`config.mk`:
```
export PLATFORM = sky130hd
export DESIGN_NAME = mem_bus_master
export DESIGN_NICKNAME = d
export VERILOG_FILES = /design/src/rtl/mem_bus_pkg.sv /design/src/rtl/mem_burst_counter.sv /design/src/rtl/mem_bus_master.sv
export SDC_FILE = /design/constraint.sdc
export NUM_CORES = 1
export LEC_CHECK = 0
export ABC_AREA = 1
export BUFFER_PORTS_ARGS = -buffer_cell sky130_fd_sc_hd__buf_2
export CAP_MARGIN = 20
export CORE_MARGIN = 3
export CORE_UTILIZATION = 57
export CTS_CLUSTER_SIZE = 28
export DETAILED_ROUTE_END_ITERATION = 16
export GPL_TIMING_DRIVEN = 0
export PLACE_DENSITY_LB_ADDON = 0.15
export SLEW_MARGIN = 0
export SYNTH_ARGS = -nofsm -noshare
export SYNTH_HDL_FRONTEND = slang
export SYNTH_SLANG_ARGS = --single-unit
```
`constraint.sdc`:
```
create_clock -name clk -period 4 [get_ports clk]
set_input_delay 0.6 -clock clk [delete_from_list [all_inputs] [get_ports clk]]
set_output_delay 0.6 -clock clk [all_outputs]
set_load 0.005 [all_outputs]
```
`src/rtl/mem_bus_pkg.sv`:
```
// mem_bus_pkg: shared state type, default sizes and the burst-length helper
// used by the main-memory bus master.
package mem_bus_pkg;

  localparam int DEFAULT_ADDR_W    = 16;
  localparam int DEFAULT_DATA_W    = 16;
  localparam int DEFAULT_MEM_WORDS = 16384;
  localparam int DEFAULT_MAX_BURST = 8;

  typedef enum logic [2:0] {
    IDLE,
    READ,
    DRAIN,
    WRITE,
    RESP
  } state_t;

  // A zero length still moves one word; anything past the burst limit is cut back to it.
  function automatic logic [3:0] clamp_len(input logic [3:0] len, input int max_burst);
    if (len == 4'd0) return 4'd1;
    if (int'(len) > max_burst) return 4'(max_burst);
    return len;
  endfunction

endpackage

```
`src/rtl/mem_burst_counter.sv`:
```
// mem_burst_counter: holds the current burst's wrapping issue address and
// counts issued and captured words so the master knows when each side is done.
module mem_burst_counter
  import mem_bus_pkg::*;
#(
  parameter int ADDR_W    = DEFAULT_ADDR_W,
  parameter int MEM_WORDS = DEFAULT_MEM_WORDS
) (
  input  logic              clk,
  input  logic              reset,
  input  logic              start,
  input  logic [ADDR_W-1:0] start_addr,
  input  logic [3:0]        start_len,
  input  logic              issue_en,
  input  logic              capture_en,
  output logic [ADDR_W-1:0] issue_next,
  output logic              issue_last,
  output logic              capture_last
);

  logic [ADDR_W-1:0] issue_addr;
  logic [3:0]        len_q;
  logic [3:0]        issue_cnt;
  logic [3:0]        capture_cnt;

  always_ff @(posedge clk) begin
    if (!reset) begin
      issue_addr  <= '0;
      len_q       <= 4'd1;
      issue_cnt   <= '0;
      capture_cnt <= '0;
    end else if (start) begin
      issue_addr  <= start_addr;
      len_q       <= start_len;
      issue_cnt   <= '0;
      capture_cnt <= '0;
    end else begin
      if (issue_en) begin
        issue_addr <= issue_next;
        issue_cnt  <= issue_cnt + 4'd1;
      end
      if (capture_en) capture_cnt <= capture_cnt + 4'd1;
    end
  end

  // The top of the implemented memory wraps back to word 0.
  assign issue_next   = (int'(issue_addr) + 1 >= MEM_WORDS) ? '0 : issue_addr + ADDR_W'(1);
  assign issue_last   = (issue_cnt == len_q - 4'd1);
  assign capture_last = (capture_cnt == len_q - 4'd1);

endmodule

```
`src/rtl/mem_bus_master.sv`:
```
// mem_bus_master: initiator for the main-memory port. Takes single writes and
// 1-8 word burst reads from the sequencer and returns read data as a response stream.
module mem_bus_master
  import mem_bus_pkg::*;
#(
  parameter int ADDR_W    = DEFAULT_ADDR_W,
  parameter int DATA_W    = DEFAULT_DATA_W,
  parameter int MEM_WORDS = DEFAULT_MEM_WORDS,
  parameter int MAX_BURST = DEFAULT_MAX_BURST
) (
  input  logic              clk,
  input  logic              reset,
  input  logic              req_valid,
  output logic              req_ready,
  input  logic              req_write,
  input  logic [ADDR_W-1:0] req_addr,
  input  logic [DATA_W-1:0] req_wdata,
  input  logic [3:0]        req_len,
  output logic              rsp_valid,
  output logic [DATA_W-1:0] rsp_rdata,
  output logic              rsp_last,
  output logic              rsp_err,
  output logic              busy,
  output logic [ADDR_W-1:0] mem_addr,
  output logic [DATA_W-1:0] mem_wdata,
  output logic              mem_we,
  input  logic [DATA_W-1:0] mem_rdata
);

  state_t            state;
  logic              capture_pending;
  logic              accept;
  logic              in_range;
  logic              start_read;
  logic              issue_en;
  logic [3:0]        burst_len;
  logic [ADDR_W-1:0] issue_next;
  logic              issue_last;
  logic              capture_last;

  assign accept     = (state == IDLE) && req_valid && req_ready;
  assign in_range   = int'(req_addr) < MEM_WORDS;
  assign start_read = accept && in_range && !req_write;
  assign issue_en   = (state == READ) && !issue_last;
  assign burst_len  = clamp_len(req_len, MAX_BURST);

  mem_burst_counter #(
    .ADDR_W   (ADDR_W),
    .MEM_WORDS(MEM_WORDS)
  ) u_counter (
    .clk         (clk),
    .reset       (reset),
    .start       (start_read),
    .start_addr  (req_addr),
    .start_len   (burst_len),
    .issue_en    (issue_en),
    .capture_en  (capture_pending),
    .issue_next  (issue_next),
    .issue_last  (issue_last),
    .capture_last(capture_last)
  );

  // Memory returns a word the cycle after its address; capture_pending marks
  // that cycle so the word is registered onto the response port one cycle later.
  always_ff @(posedge clk) begin
    if (!reset) begin
      state           <= IDLE;
      req_ready       <= 1'b0;
      busy            <= 1'b0;
      rsp_valid       <= 1'b0;
      rsp_rdata       <= '0;
      rsp_last        <= 1'b0;
      rsp_err         <= 1'b0;
      mem_addr        <= '0;
      mem_wdata       <= '0;
      mem_we          <= 1'b0;
      capture_pending <= 1'b0;
    end else begin
      rsp_valid       <= 1'b0;
      rsp_rdata       <= '0;
      rsp_last        <= 1'b0;
      rsp_err         <= 1'b0;
      mem_we          <= 1'b0;
      capture_pending <= (state == READ);
      if (capture_pending) begin
        rsp_valid <= 1'b1;
        rsp_rdata <= mem_rdata;
        rsp_last  <= capture_last;
      end
      case (state)
        IDLE: begin
          if (accept) begin
            req_ready <= 1'b0;
            busy      <= 1'b1;
            if (!in_range) begin
              state     <= RESP;
              rsp_valid <= 1'b1;
              rsp_err   <= 1'b1;
              rsp_last  <= 1'b1;
            end else if (req_write) begin
              state     <= WRITE;
              mem_addr  <= req_addr;
              mem_wdata <= req_wdata;
              mem_we    <= 1'b1;
            end else begin
              state    <= READ;
              mem_addr <= req_addr;
            end
          end else begin
            req_ready <= 1'b1;
            busy      <= 1'b0;
          end
        end
        READ: begin
          if (issue_last) state <= DRAIN;
          else mem_addr <= issue_next;
        end
        DRAIN: begin
          if (rsp_valid && rsp_last) begin
            state     <= IDLE;
            req_ready <= 1'b1;
            busy      <= 1'b0;
          end
        end
        WRITE: begin
          state     <= RESP;
          rsp_valid <= 1'b1;
          rsp_last  <= 1'b1;
        end
        RESP: begin
          state     <= IDLE;
          req_ready <= 1'b1;
          busy      <= 1'b0;
        end
        default: state <= IDLE;
      endcase
    end
  end

endmodule

```
## Yosys cells after proc, flatten, opt, wreduce, memory -nomap -nowiden

Cells that the tools add are included.

| cells by class | value |
|---|---|
| div/mod/pow operators | 0 |
| order comparisons | 3 |
| reductions and logical operators | 21 |
| eq/ne operators | 11 |
| shift-type cells | 0 |
| bitwise operators | 1 |
| mux-type cells | 36 |
| $mul | 0 |
| $add $sub $neg | 5 |

Operator list:

| operator | number |
|---|---|
| two-way mux 16 bit | 6 |
| >= comparator 32 x 16 -> 1 bit (second input constant) | 1 |
| case mux 16 bit (2 select lines) | 1 |
| adder 16 x 1 -> 17 bit (second input constant) | 1 |
| adder 16 x 1 -> 16 bit (second input constant) | 1 |
| less-than comparator 16 x 15 -> 1 bit (second input constant) | 1 |
| two-way mux 4 bit | 4 |
| two-way mux 1 bit | 15 |
| two-way mux 3 bit | 4 |
| case mux 3 bit (4 select lines) | 1 |
| AND reduction 4 bit | 3 |
| != test 2 bit (second input constant) | 5 |
| adder 4 x 1 -> 4 bit (second input constant) | 2 |
| equality test 4 bit | 2 |
| equality test 3 x 2 -> 1 bit (second input constant) | 2 |
| logical AND 1 bit | 6 |
| case mux 1 bit (3 select lines) | 2 |
| AND reduction 3 bit | 2 |
| greater-than comparator 4 bit (second input constant) | 1 |
| zero test 4 bit | 1 |
| case mux 1 bit (2 select lines) | 2 |
| AND reduction 2 bit | 2 |
| nonzero test 2 bit | 2 |
| subtractor 4 x 1 -> 4 bit (second input constant) | 1 |
| 8 further kinds | 9 |

| word-level totals | value |
|---|---|
| output and inout bits | 54 |
| memory bits (read-only) | 0 |
| word-level logic and storage cells | 92 |
| input bits | 56 |
| bits in latches | 0 |
| RAM bits | 0 |
| register bits | 86 |
| memories kept | 0 |

## Longest topological paths before layout

| depth | value |
|---|---|
| word-level depth | 6 |
| gate-level depth with buffers | 15 |
| mapped depth without buffers | 14 |

## Hierarchy

Synthesis repeated with hierarchy kept, for this count alone.

| second synthesis, totals | value |
|---|---|
| cell total of the unflattened synthesis | 614 |
| area, all modules | 4345.4 um^2 |

Modules (own cells, without submodules):

| module | cells an instance | times used | area each (um^2) | seq. area each (um^2) |
|---|---|---|---|---|
| mem_bus_master | 367 | 1 | 2531.2 | 1161.1 |
| mem_burst_counter | 247 | 1 | 1814.2 | 560.5 |

## Least setup slack after synthesis

OpenSTA, ideal clock, no wires.

| timing | value |
|---|---|
| path kind | input to register |
| start | in req_addr[15] |
| end | reg mem_wdata[10] |
| stages on the path | 7 |
| data required time | 3.884 ns |
| setup slack | 2.268 ns |
| arrival time | 1.616 ns |
| path buffers | 1 |
| library setup time | 0.116 ns |
| cell sequence | nor2_1 -> inv_1 -> nor3_4 -> inv_2 -> buf_2 -> nor2_1 -> nor2_1 |

| between the ends | value |
|---|---|
| word-level cells in the longest chain between the ends | 2 |

Ends and longest elaborated chain:

| item | line | source |
|---|---|---|
| start, declared | mem_bus_master.sv:16 | `input logic [ADDR_W-1:0] req_addr,` |
| less-than comparator 16 x 15 -> 1 bit | mem_bus_master.sv:42 | `assign in_range = int'(req_addr) < MEM_WORDS;` |
| AND reduction 4 bit (no line) | - |  |
| end signal, assigned | mem_bus_master.sv:103 | `mem_wdata <= req_wdata;` |
| end, declared | mem_bus_master.sv:25 | `output logic [DATA_W-1:0] mem_wdata,` |

Every way passes these cells.
A chain may end at the register's enable or synchronous reset.

## Final worst setup path

| timing | value |
|---|---|
| start | reg u_counter.len_q[0] |
| end | reg mem_addr[0] |

| between the ends | value |
|---|---|
| word-level cells in the longest chain between the ends | 4 |

Ends and longest elaborated chain:

| item | line | source |
|---|---|---|
| start, declared | mem_burst_counter.sv:22 | `logic [3:0] len_q;` |
| start signal, assigned | mem_burst_counter.sv:34 | `len_q <= start_len;` |
| subtractor 4 x 1 -> 4 bit | mem_burst_counter.sv:48 | `assign issue_last = (issue_cnt == len_q - 4'd1);` |
| equality test 4 bit | mem_burst_counter.sv:48 |  |
| != test 2 bit (no line) | - |  |
| AND reduction 4 bit (no line) | - |  |
| end signal, assigned | mem_bus_master.sv:102 | `mem_addr <= req_addr;` |
| end signal, assigned | mem_bus_master.sv:107 | `mem_addr <= req_addr;` |
| end signal, assigned | mem_bus_master.sv:116 | `else mem_addr <= issue_next;` |
| end, declared | mem_bus_master.sv:24 | `output logic [ADDR_W-1:0] mem_addr,` |

Every way passes these cells.

==> out/qor.yml <==
status:
  status: "finished clean"
timing:
  timing.setup.tns_ns: 0
  final-max-slew-violation-count: 0
  finalHoldWorstSlack_ns: 0.433
  worst_pin_slew_ns: 0.588
  final-hold-violation-count: 0
  finalWorstPathRequiredPeriod_ns: 2.06
  max_freq_mhz: 485
  timing.final.ws_setup_ns: 1.94
  slew-limit-headroom: 0.608
  rsz0062_at_grt: "false"
  finClkSkew_ns: 0.00939
  setup_viol: 0
  timing.final.crit_share: 0.516
global_routing:
  gr-total-overflow: 0
  grt_pass1_vias: 3956
  grt_pass1_wl_mm: 17.8
  maximum_number_of_pins_on_one_net_before_global_route_repair: 14
  antenna_violations_before_repair: 0
  globalRouteTotalUtil: 0.259
final_layout:
  design.final.nets: 761
  finalNonFillerCells: 801
  most-common-layout-cells: "sky130_fd_sc_hd__nor2_1, sky130_fd_sc_hd__buf_2, sky130_fd_sc_hd__nand2_1"
  post-route-util: 0.723
  layout_commonest_cell: "sky130_fd_sc_hd__nor2_1"
  count_of_antenna_diodes_in_the_layout: 0
  layout_cell_share_with_drive_strength_beyond_1: 0.234
  num-fill-cells: 592
  synthToLayoutAreaGrowth_pct: 19.7
power:
  leakage_nw: 2.49
  power_density_nw_per_um2: 310
  power.ir.vdd_worst_uv: 199
setup_path:
  critPathBufInv: 3
  crit_path_end: "mem_addr[0]"
  timing.critical_path.mode_cell: "sky130_fd_sc_hd__nand2_1"
  regToRegEndpoint: "mem_addr[0]"
  worst_path_dominant_cell_family: "buffers and inverters"
  setup.reg_to_reg.worst_slack_ns: 1.94
  critical_path.cell_chain: "inv_2 -> ha_1 -> inv_1 -> nand2_1 -> nand2_1 -> nand2_1 -> nor2_1 -> nand3_1 -> nand2_1 -> clkbuf_1 -> a21boi_0 -> a21oi_1"
  critical_path.reg2reg.startpoint: "u_counter.len_q[0]"
  worst_r2r_path_depth: 12
  cp_data_required_time_ns: 4.30
  cp_max_fo: 10
  critical_path.max_stage_delay_ns: 0.42
  setup.worst_path.end_class: "register"
  slowest_stage: "sky130_fd_sc_hd__dfxtp_1"
  timing.setup.critical_path_class: "register to register"
  timing.critical_path.from: "u_counter.len_q[0]"
  arrival_ns: 2.36
  cp_num_cells: 12
  worst_setup_path_start_kind: "register"
logic_synthesis:
  synth-seq-cells: 86
  synth.lib_cells_used.distinct: 36
  synth_top_family_by_area: "simple AND/OR/NAND/NOR gates"
  synth_compound_gate_area_share: 0.0940
  synth_area_um2: 4190
  yosys.area_share.simple: 0.366
  syn_nets: 642
  yosys.area_share.xor_xnor: 0.0251
  post_synth_fa_ha_maj_area_fraction: 0.0119
  synth_area_per_cell_um2: 7.20
  syn-instance-count: 582
  yosys-mux-area-fraction: 0
  synth-seq-area-share: 0.411
  yosys_warnings: 0
clocking:
  clock_tree.htree_level_count: 3
  number_of_buffers_between_clock_root_and_the_deepest_sink: 2
  cts_tree: "done"
  ctsHoldBuffers: 0
  clk-insertion-delay-late_ns: 0.36
  cts_resized: 0
  cts_setup_buffers: 0
  cts_made_buffers: 9
  clkSinkCount: 86
  root_buffer: "sky130_fd_sc_hd__clkbuf_8"
  cts.reportedPaths.clkPinSlew_ns: 0.09
place:
  routabilityCongestion: 0.895
  place_worst_setup_slack_ns: 1.88
  placedCellCount: 786
  io_buffer_count: 108
  dpl.hpwl_mm: 8.17
floorplanning:
  std_cell_rows: 30
  floorplan_die_width_um: 91.8
  start_util: 0.604
  fp.dieArea_um2: 8420
  core_region_area_um2: 6940
  io-pin-count: 110
  die_height_um: 91.8
drt:
  remaining_drc_errors: 0
  initialDrtViolationCount: 260
  final_antenna_net_count: 0
  avgRoutedWirePerCell_um: 13.3
  firstDrtPassIters: 7
  via_per_inst: 5.27
  postRouteWirelength_mm: 10.6
  num_vias: 4221
hold_path:
  min-delay-path-class: "register to register"
job:
  drv_cap: 0
logic make-up after synthesis:
logic type / Yosys count
xor+xnor: 12
flops: 86
fa+ha+maj: 4
buf+inv: 83
simple gates: 328
compound gates: 69
per-layer routing:
metal | GRT usage | share of wire | up-vias
met5 | 0 | 0 | -
met4 | 0.0817 | 0.023 | 0
met3 | 0.0656 | 0.060 | 27
met1 | 0.334 | 0.43 | 1957
li1 | - | - | 2100
met2 | 0.427 | 0.48 | 137
state kept, by name (all words and copies together), names as in the netlist:
| name | cells |
|---|---|
| busy | 1 |
| capture_pending | 1 |
| mem_addr | 16 |
| mem_wdata | 16 |
| mem_we | 1 |
| req_ready | 1 |
| rsp_err | 1 |
| rsp_last | 1 |
| rsp_rdata | 16 |
| rsp_valid | 1 |
| state | 3 |
| u_counter.capture_cnt | 4 |
| u_counter.issue_addr | 16 |
| u_counter.issue_cnt | 4 |
| u_counter.len_q | 4 |
worst min-delay path: cells and delay by family, from the launching register on:
family / cells / cell delay [ns]
AND/OR/NAND/NOR: 2 / 0.08
flip-flops: 1 / 0.31
synthesized netlist by cell type, drive strengths merged:
cell type / n / area share
nor2: 125 / 0.12
nand2: 115 / 0.11
dfxtp: 86 / 0.41
inv: 54 / 0.048
nand3: 45 / 0.064
a21oi: 26 / 0.031
o21ai: 25 / 0.030
nand4: 16 / 0.024
nand3b: 15 / 0.027
a21boi: 14 / 0.025
buf: 14 / 0.030
clkbuf: 14 / 0.013
xor2: 9 / 0.019
nor3: 8 / 0.015
ha: 4 / 0.012
or2: 3 / 0.0045
xnor2: 3 / 0.0063
o32ai: 2 / 0.0042
a211oi: 1 / 0.0018
clkinv: 1 / 0.0012
nor4: 1 / 0.0015
o221ai: 1 / 0.0021
stage by stage:
| stage | cell area (um2) | total power (W) |
|---|---|---|
| global placement | 4850 | 0.00102 |
| CTS | 5020 | 0.00156 |
| global route | 5020 | 0.00162 |
| detailed placement | 4850 | 0.00102 |
| floorplan | 4190 | 0.000967 |
| finish | 5020 | 0.00155 |
worst min-delay path by stage:
stage                             from            to  slack [ns]  cells past startpoint
after detailed placement  mem_addr[15]  mem_addr[15]        0.42                      2
after floorplan           mem_addr[14]  mem_addr[14]        0.43                      2
after global routing      mem_rdata[6]  rsp_rdata[6]        0.43                      3
after CTS                 mem_addr[15]  mem_addr[15]        0.43                      2
after global placement    mem_addr[15]  mem_addr[15]        0.42                      2
final                     mem_addr[15]  mem_addr[15]        0.43                      2
where the power goes:
part	internal, W	leakage [nW]	total [W]	switching, W
sequential	0.000871	0.695	0.000881	0.00000959
combinational	0.0000555	1.72	0.000125	0.0000695
clock	0.000240	0.0824	0.000549	0.000309
cell type report:
class | count | area [um2] | share of cell area
Timing Repair Buffer | 108 | 541 | 0.108
Buffer | 28 | 180 | 0.0359
Tap cell | 96 | 120 | 0.0239
Inverter | 55 | 208 | 0.0414
Clock inverter | 3 | 21.3 | 0.00424
Sequential cell | 86 | 1720 | 0.343
Clock buffer | 12 | 145 | 0.0289
Multi-Input combinational cell | 413 | 2080 | 0.415
Note: power is estimated with default switching activity, not from simulation.
